File: src/rtl/fetch_mem_unit.sv
// Fetch/memory-access unit: owns PC, IR, link/return storage and the shared memory port.
// Define FETCH_RAS_EN to replace the single link register with a RAS_DEPTH-entry return stack.
//
// state   | meaning
// S_IDLE  | no access; sample halt > data_req > fetch_req, apply branches
// S_FETCH | read at pc until mem_ready, then load ir and advance pc
// S_DATA  | load/store at latched address until mem_ready
// S_HALTED| inert until reset
module fetch_mem_unit #(
    parameter int ADDR_W = 9,
    parameter int DATA_W = 16,
    parameter logic [ADDR_W-1:0] RESET_PC = '0,
    parameter int RAS_DEPTH = 4
) (
    input  logic              clk,
    input  logic              reset,
    input  logic              fetch_req,
    input  logic              data_req,
    input  logic              data_we,
    input  logic [ADDR_W-1:0] data_addr,
    input  logic [DATA_W-1:0] data_wdata,
    input  logic              br_take,
    input  logic [1:0]        br_mode,
    input  logic [DATA_W-1:0] br_offset,
    input  logic [ADDR_W-1:0] br_target,
    input  logic              halt,
    input  logic [DATA_W-1:0] mem_rdata,
    input  logic              mem_ready,
    output logic [1:0]        mem_cmd,
    output logic [ADDR_W-1:0] mem_addr,
    output logic [DATA_W-1:0] mem_wdata,
    output logic [DATA_W-1:0] ir,
    output logic              ir_valid,
    output logic [DATA_W-1:0] data_rdata,
    output logic              data_done,
    output logic [ADDR_W-1:0] pc,
    output logic              busy,
    output logic              halted
);

    typedef enum logic [1:0] {S_IDLE, S_FETCH, S_DATA, S_HALTED} state_t;

    state_t            state, state_nxt;
    logic [ADDR_W-1:0] d_addr;
    logic              d_we;
    logic [ADDR_W-1:0] pc_nxt;
    logic [ADDR_W-1:0] rel_pc;
    logic [ADDR_W-1:0] ret_pc;
    logic              br_now, call_now, fetch_done, data_fin, data_start;
    logic              unused_offset_hi;

    if (RAS_DEPTH < 1) begin : g_ras_depth_check
        $error("RAS_DEPTH must be at least 1");
    end

    assign unused_offset_hi = ^br_offset[DATA_W-1:ADDR_W];

    assign br_now     = (state == S_IDLE) && br_take;
    assign call_now   = br_now && (br_mode == 2'b10);
    assign fetch_done = (state == S_FETCH) && mem_ready;
    assign data_fin   = (state == S_DATA) && mem_ready;
    assign data_start = (state == S_IDLE) && !halt && data_req;
    assign rel_pc     = pc + br_offset[ADDR_W-1:0];
    assign busy       = (state == S_FETCH) || (state == S_DATA);
    assign halted     = (state == S_HALTED);

    always_comb begin
        state_nxt = state;
        mem_cmd   = 2'b00;
        mem_addr  = pc;
        case (state)
            S_IDLE: begin
                if (halt)           state_nxt = S_HALTED;
                else if (data_req)  state_nxt = S_DATA;
                else if (fetch_req) state_nxt = S_FETCH;
            end
            S_FETCH: begin
                mem_cmd = 2'b01;
                if (mem_ready) state_nxt = S_IDLE;
            end
            S_DATA: begin
                mem_cmd  = d_we ? 2'b10 : 2'b01;
                mem_addr = d_addr;
                if (mem_ready) state_nxt = S_IDLE;
            end
            S_HALTED: state_nxt = S_HALTED;
            default:  state_nxt = S_IDLE;
        endcase
    end

    // Branches only happen in IDLE, fetch completion only in FETCH, so they never collide.
    always_comb begin
        pc_nxt = pc;
        if (fetch_done) begin
            pc_nxt = pc + 1'b1;
        end else if (br_now) begin
            case (br_mode)
                2'b00:   pc_nxt = rel_pc;
                2'b01:   pc_nxt = br_target;
                2'b10:   pc_nxt = rel_pc;
                default: pc_nxt = ret_pc;
            endcase
        end
    end

    always_ff @(posedge clk or posedge reset) begin
        if (reset) begin
            state      <= S_IDLE;
            pc         <= RESET_PC;
            ir         <= '0;
            ir_valid   <= 1'b0;
            data_rdata <= '0;
            data_done  <= 1'b0;
            d_addr     <= '0;
            d_we       <= 1'b0;
            mem_wdata  <= '0;
        end else begin
            state     <= state_nxt;
            pc        <= pc_nxt;
            ir_valid  <= fetch_done;
            data_done <= data_fin;
            if (fetch_done) ir <= mem_rdata;
            if (data_fin && !d_we) data_rdata <= mem_rdata;
            if (data_start) begin
                d_addr    <= data_addr;
                d_we      <= data_we;
                mem_wdata <= data_wdata;
            end
        end
    end

`ifdef FETCH_RAS_EN
    // Entry 0 is the top; vacated slots refill with RESET_PC so an empty pop yields it.
    logic              ret_now;
    logic [ADDR_W-1:0] ras [RAS_DEPTH];

    assign ret_now = br_now && (br_mode == 2'b11);
    assign ret_pc  = ras[0];

    always_ff @(posedge clk or posedge reset) begin
        if (reset) begin
            for (int i = 0; i < RAS_DEPTH; i++) ras[i] <= RESET_PC;
        end else if (call_now) begin
            ras[0] <= pc;
            for (int i = 1; i < RAS_DEPTH; i++) ras[i] <= ras[i-1];
        end else if (ret_now) begin
            for (int i = 0; i < RAS_DEPTH - 1; i++) ras[i] <= ras[i+1];
            ras[RAS_DEPTH-1] <= RESET_PC;
        end
    end
`else
    logic [ADDR_W-1:0] link;

    assign ret_pc = link;

    always_ff @(posedge clk or posedge reset) begin
        if (reset)         link <= RESET_PC;
        else if (call_now) link <= pc;
    end
`endif

endmodule

File: config.mk
export PLATFORM = sky130hd
export DESIGN_NAME = fetch_mem_unit
export DESIGN_NICKNAME = d
export VERILOG_FILES = /design/src/rtl/fetch_mem_unit.sv
export SDC_FILE = /design/constraint.sdc
export NUM_CORES = 1
export LEC_CHECK = 0
export CORE_MARGIN = 3
export CORE_UTILIZATION = 44
export DETAILED_ROUTE_END_ITERATION = 12
export PLACE_DENSITY_LB_ADDON = 0.3
export SETUP_SLACK_MARGIN = 0.15
export SKIP_LAST_GASP = 1
export SLEW_MARGIN = 20
export SYNTH_ARGS = -nofsm -noshare
export SYNTH_HDL_FRONTEND = slang
export SYNTH_SLANG_ARGS = --single-unit
File: constraint.sdc
create_clock -name clk -period 3.21 [get_ports clk]
set_input_delay 0.642 -clock clk [delete_from_list [all_inputs] [get_ports clk]]
set_output_delay 0.642 -clock clk [all_outputs]
set_load 0.01 [all_outputs]
==> results.json <==
{
  "status": "completed",
  "fillCellCount": 667,
  "numClockSinks": 80,
  "rsz0062_at_grt": "no",
  "ant_nets": 0,
  "hold_viol": 0,
  "die-area_sq_mm": 0.0101,
  "portBuffers": 140,
  "rows": 33,
  "antenna_found_initial": 0,
  "min_to": "ir[2]$_DFFE_PP0P_",
  "layout_commonest_cell": "clkdlybuf4s50_1",
  "dr.pass1.iters": 4,
  "synth_cell_type_count": 45,
  "r2r_cells": 7,
  "clock_latency_ps": 350,
  "routed-wl-met3_um": 991,
  "path_clk_slew_ps": 90,
  "vias_per_cell": 5.34,
  "cts_buffers": 9,
  "setup_viol": 0,
  "grt_usage_pct": 21.7,
  "avgSynthCellArea_sq_um": 11.2,
  "p_leak_nw": 2.49,
  "dp_hpwl_um": 7680,
  "drt_iter0_drc": 130,
  "synth_enable_flop_cells": 0,
  "syn2layout_area_growth_pct": 44.4,
  "hold_depth": 2,
  "r2r_setup_slack_ps": 1020,
  "cts_tree": "yes",
  "fin_nets": 582,
  "synthesis.nets": 439,
  "critical_path_class": "flip-flop to output pin",
  "num_antenna_cells": 0,
  "initial_core_util_pct": 46.4,
  "end_kind": "output pin",
  "min_period_ps": 2770,
  "synth-main-ff-cell": "dfrtp_1",
  "core_sq_mm": 0.00842,
  "routedWlPerCell_um": 17.5,
  "tightest_slew_ps": 700,
  "top_layer": "met4",
  "setup-tns-final_ps": 0,
  "clock-skew-final_ps": 8.98,
  "wl_met1_um": 4290,
  "place_inst": 586,
  "maxCapViolCount": 0,
  "stdcell_count": 602,
  "cts_max_path_buffers": 2,
  "cp.required_ps": 2570,
  "totalWireLength_um": 10500,
  "root_buffer": "clkbuf_8",
  "gp_congestion": 0.823,
  "grt_overflow": 0,
  "seq_area_frac_synth_pct": 51.2,
  "p_per_area_mw_per_mm2": 961,
  "hold_path_startpoint": "ir[2]$_DFFE_PP0P_",
  "vdd_ir_drop_max_mv": 0.509,
  "synth-seq-cells": 80,
  "mostFrequentLayoutCells": "140 x clkdlybuf4s50_1, 80 x dfrtp_1, 70 x nand2_1, 60 x mux2_2",
  "fp.dieH_um": 100,
  "grt_max_degree": 44,
  "arrival_ps": 2130,
  "dr_wl_met2_um": 5120,
  "worstPathMaxFanout": 13,
  "fmax_mhz": 361,
  "slew_headroom_pct": 53.3,
  "drc": 0,
  "r2r-start": "pc[0]$_DFFE_PP0P_",
  "synth_cells": 349,
  "power_mw": 5.43,
  "report.final.slew_viol_count": 0,
  "hp-class": "flip-flop to flip-flop",
  "crit_path_start_kind": "flip-flop",
  "grt_pass1_vias": 3395,
  "hold_ws_ps": 483,
  "via_count": 3212,
  "io-pin-count": 148,
  "h-tree-depth": 3,
  "die_w_um": 100,
  "r2r-end": "pc[6]$_DFFE_PP0P_",
  "ys_async_sr_fraction_pct": 100,
  "cts_resized": 0,
  "cts_hold_buf": 0,
  "ys_warn_count": 0,
  "syn-cell-area_sq_mm": 0.00391,
  "layout-drive-gt1-share_pct": 18.1,
  "final_core_util_pct": 67.1,
  "finalCritPeriodShare_pct": 86.3,
  "grt_first_pass_wirelength_um": 17200,
  "post_cts_buffers": 0
}
## Yosys cell counts, types with 3 or more instances
cell | instances | area [sq um]
buf_2 | 9 | 45.0
xor2_1 | 3 | 26.3
o22ai_1 | 3 | 18.8
nand3_1 | 8 | 40.0
mux2i_1 | 9 | 90.1
ha_1 | 13 | 163
inv_1 | 7 | 26.3
nor2_1 | 10 | 37.5
a21oi_1 | 14 | 70.1
dfrtp_1 | 80 | 2000
clkbuf_1 | 4 | 15.0
mux2_2 | 60 | 676
xnor2_1 | 3 | 26.3
nand2_1 | 70 | 263
o21ai_0 | 14 | 70.1
## power by group
group	internal (mW)	leakage (nW)	switching, mW	total, mW
combinational	1.59	1.43	1.20	2.79
sequential	1.50	0.958	0.363	1.86
clock	0.387	0.100	0.390	0.776
total	3.47	2.49	1.95	5.43
## worst max-delay path, cell delays in order (launching register included)
cell             delay [ps]
dfrtp_1                 410
inv_1                   110
ha_2                    360
and2b_1                 210
o21a_1                  120
clkdlybuf4s50_1         570
## logic make-up (layout without fill, tap and decap cells)
kind of cell               Yosys count  after routing  share of synthesized area [%]
AOI/OAI and AO/OA                   53             53                           8.99
xor gates and xnor gates             6              6                           1.34
muxes                               69             69                           19.6
buffers and inverters               22            170                           2.40
and+or+nand+nor                    105            105                           11.9
DFF                                 80             80                           51.2
adders and majority gates           14             14                           4.67
## metrics by stage
step | instance area [sq um] | setup slack [ps]
2_1_floorplan | 3910 | 516
3_3_place_gp | 5440 | 515
3_5_place_dp | 5440 | 481
4_1_cts | 5650 | 250
5_1_grt | 5650 | 290
6_report | 5650 | 438
## area by class of cell
class	count	area [sq um]	share of cell area [%]
repair buffers	146	1460	25.8
multi-input cells	247	1820	32.2
well taps	105	131	2.33
flip-flops and latches	80	2000	35.4
clock buffers	11	141	2.50
clock inverters	5	63.8	1.13
inverters	8	31.3	0.554
## flip-flops by register name, indices dropped and copies added (netlist names), 2 cells and up
signal,flops
pc,9
data_rdata,16
d_addr,9
state,2
mem_wdata,16
ir,16
link,9
## per-layer routing
metal / global-route usage, % / vias to the layer above
met5: 0 / -
met4: 6.94 / 0
met3: 7.78 / 15
met2: 36.5 / 122
met1: 25.8 / 1567
li1: - / 1508
## how the worst max path moves through the flow
| stage | startpoint | endpoint |
|---|---|---|
| 4_1_cts | state[0]$_DFFE_PP0P_ | mem_cmd[0] |
| 6_report | state[0]$_DFFE_PP0P_ | mem_cmd[0] |
| 3_3_place_gp | br_offset[0] | pc[8]$_DFFE_PP0P_ |
| 2_1_floorplan | reset | d_addr[0]$_DFFE_PP0P_ |
| 3_5_place_dp | br_offset[0] | pc[8]$_DFFE_PP0P_ |
| 5_1_grt | state[0]$_DFFE_PP0P_ | mem_cmd[0] |
(Power assumes the default switching activity.)
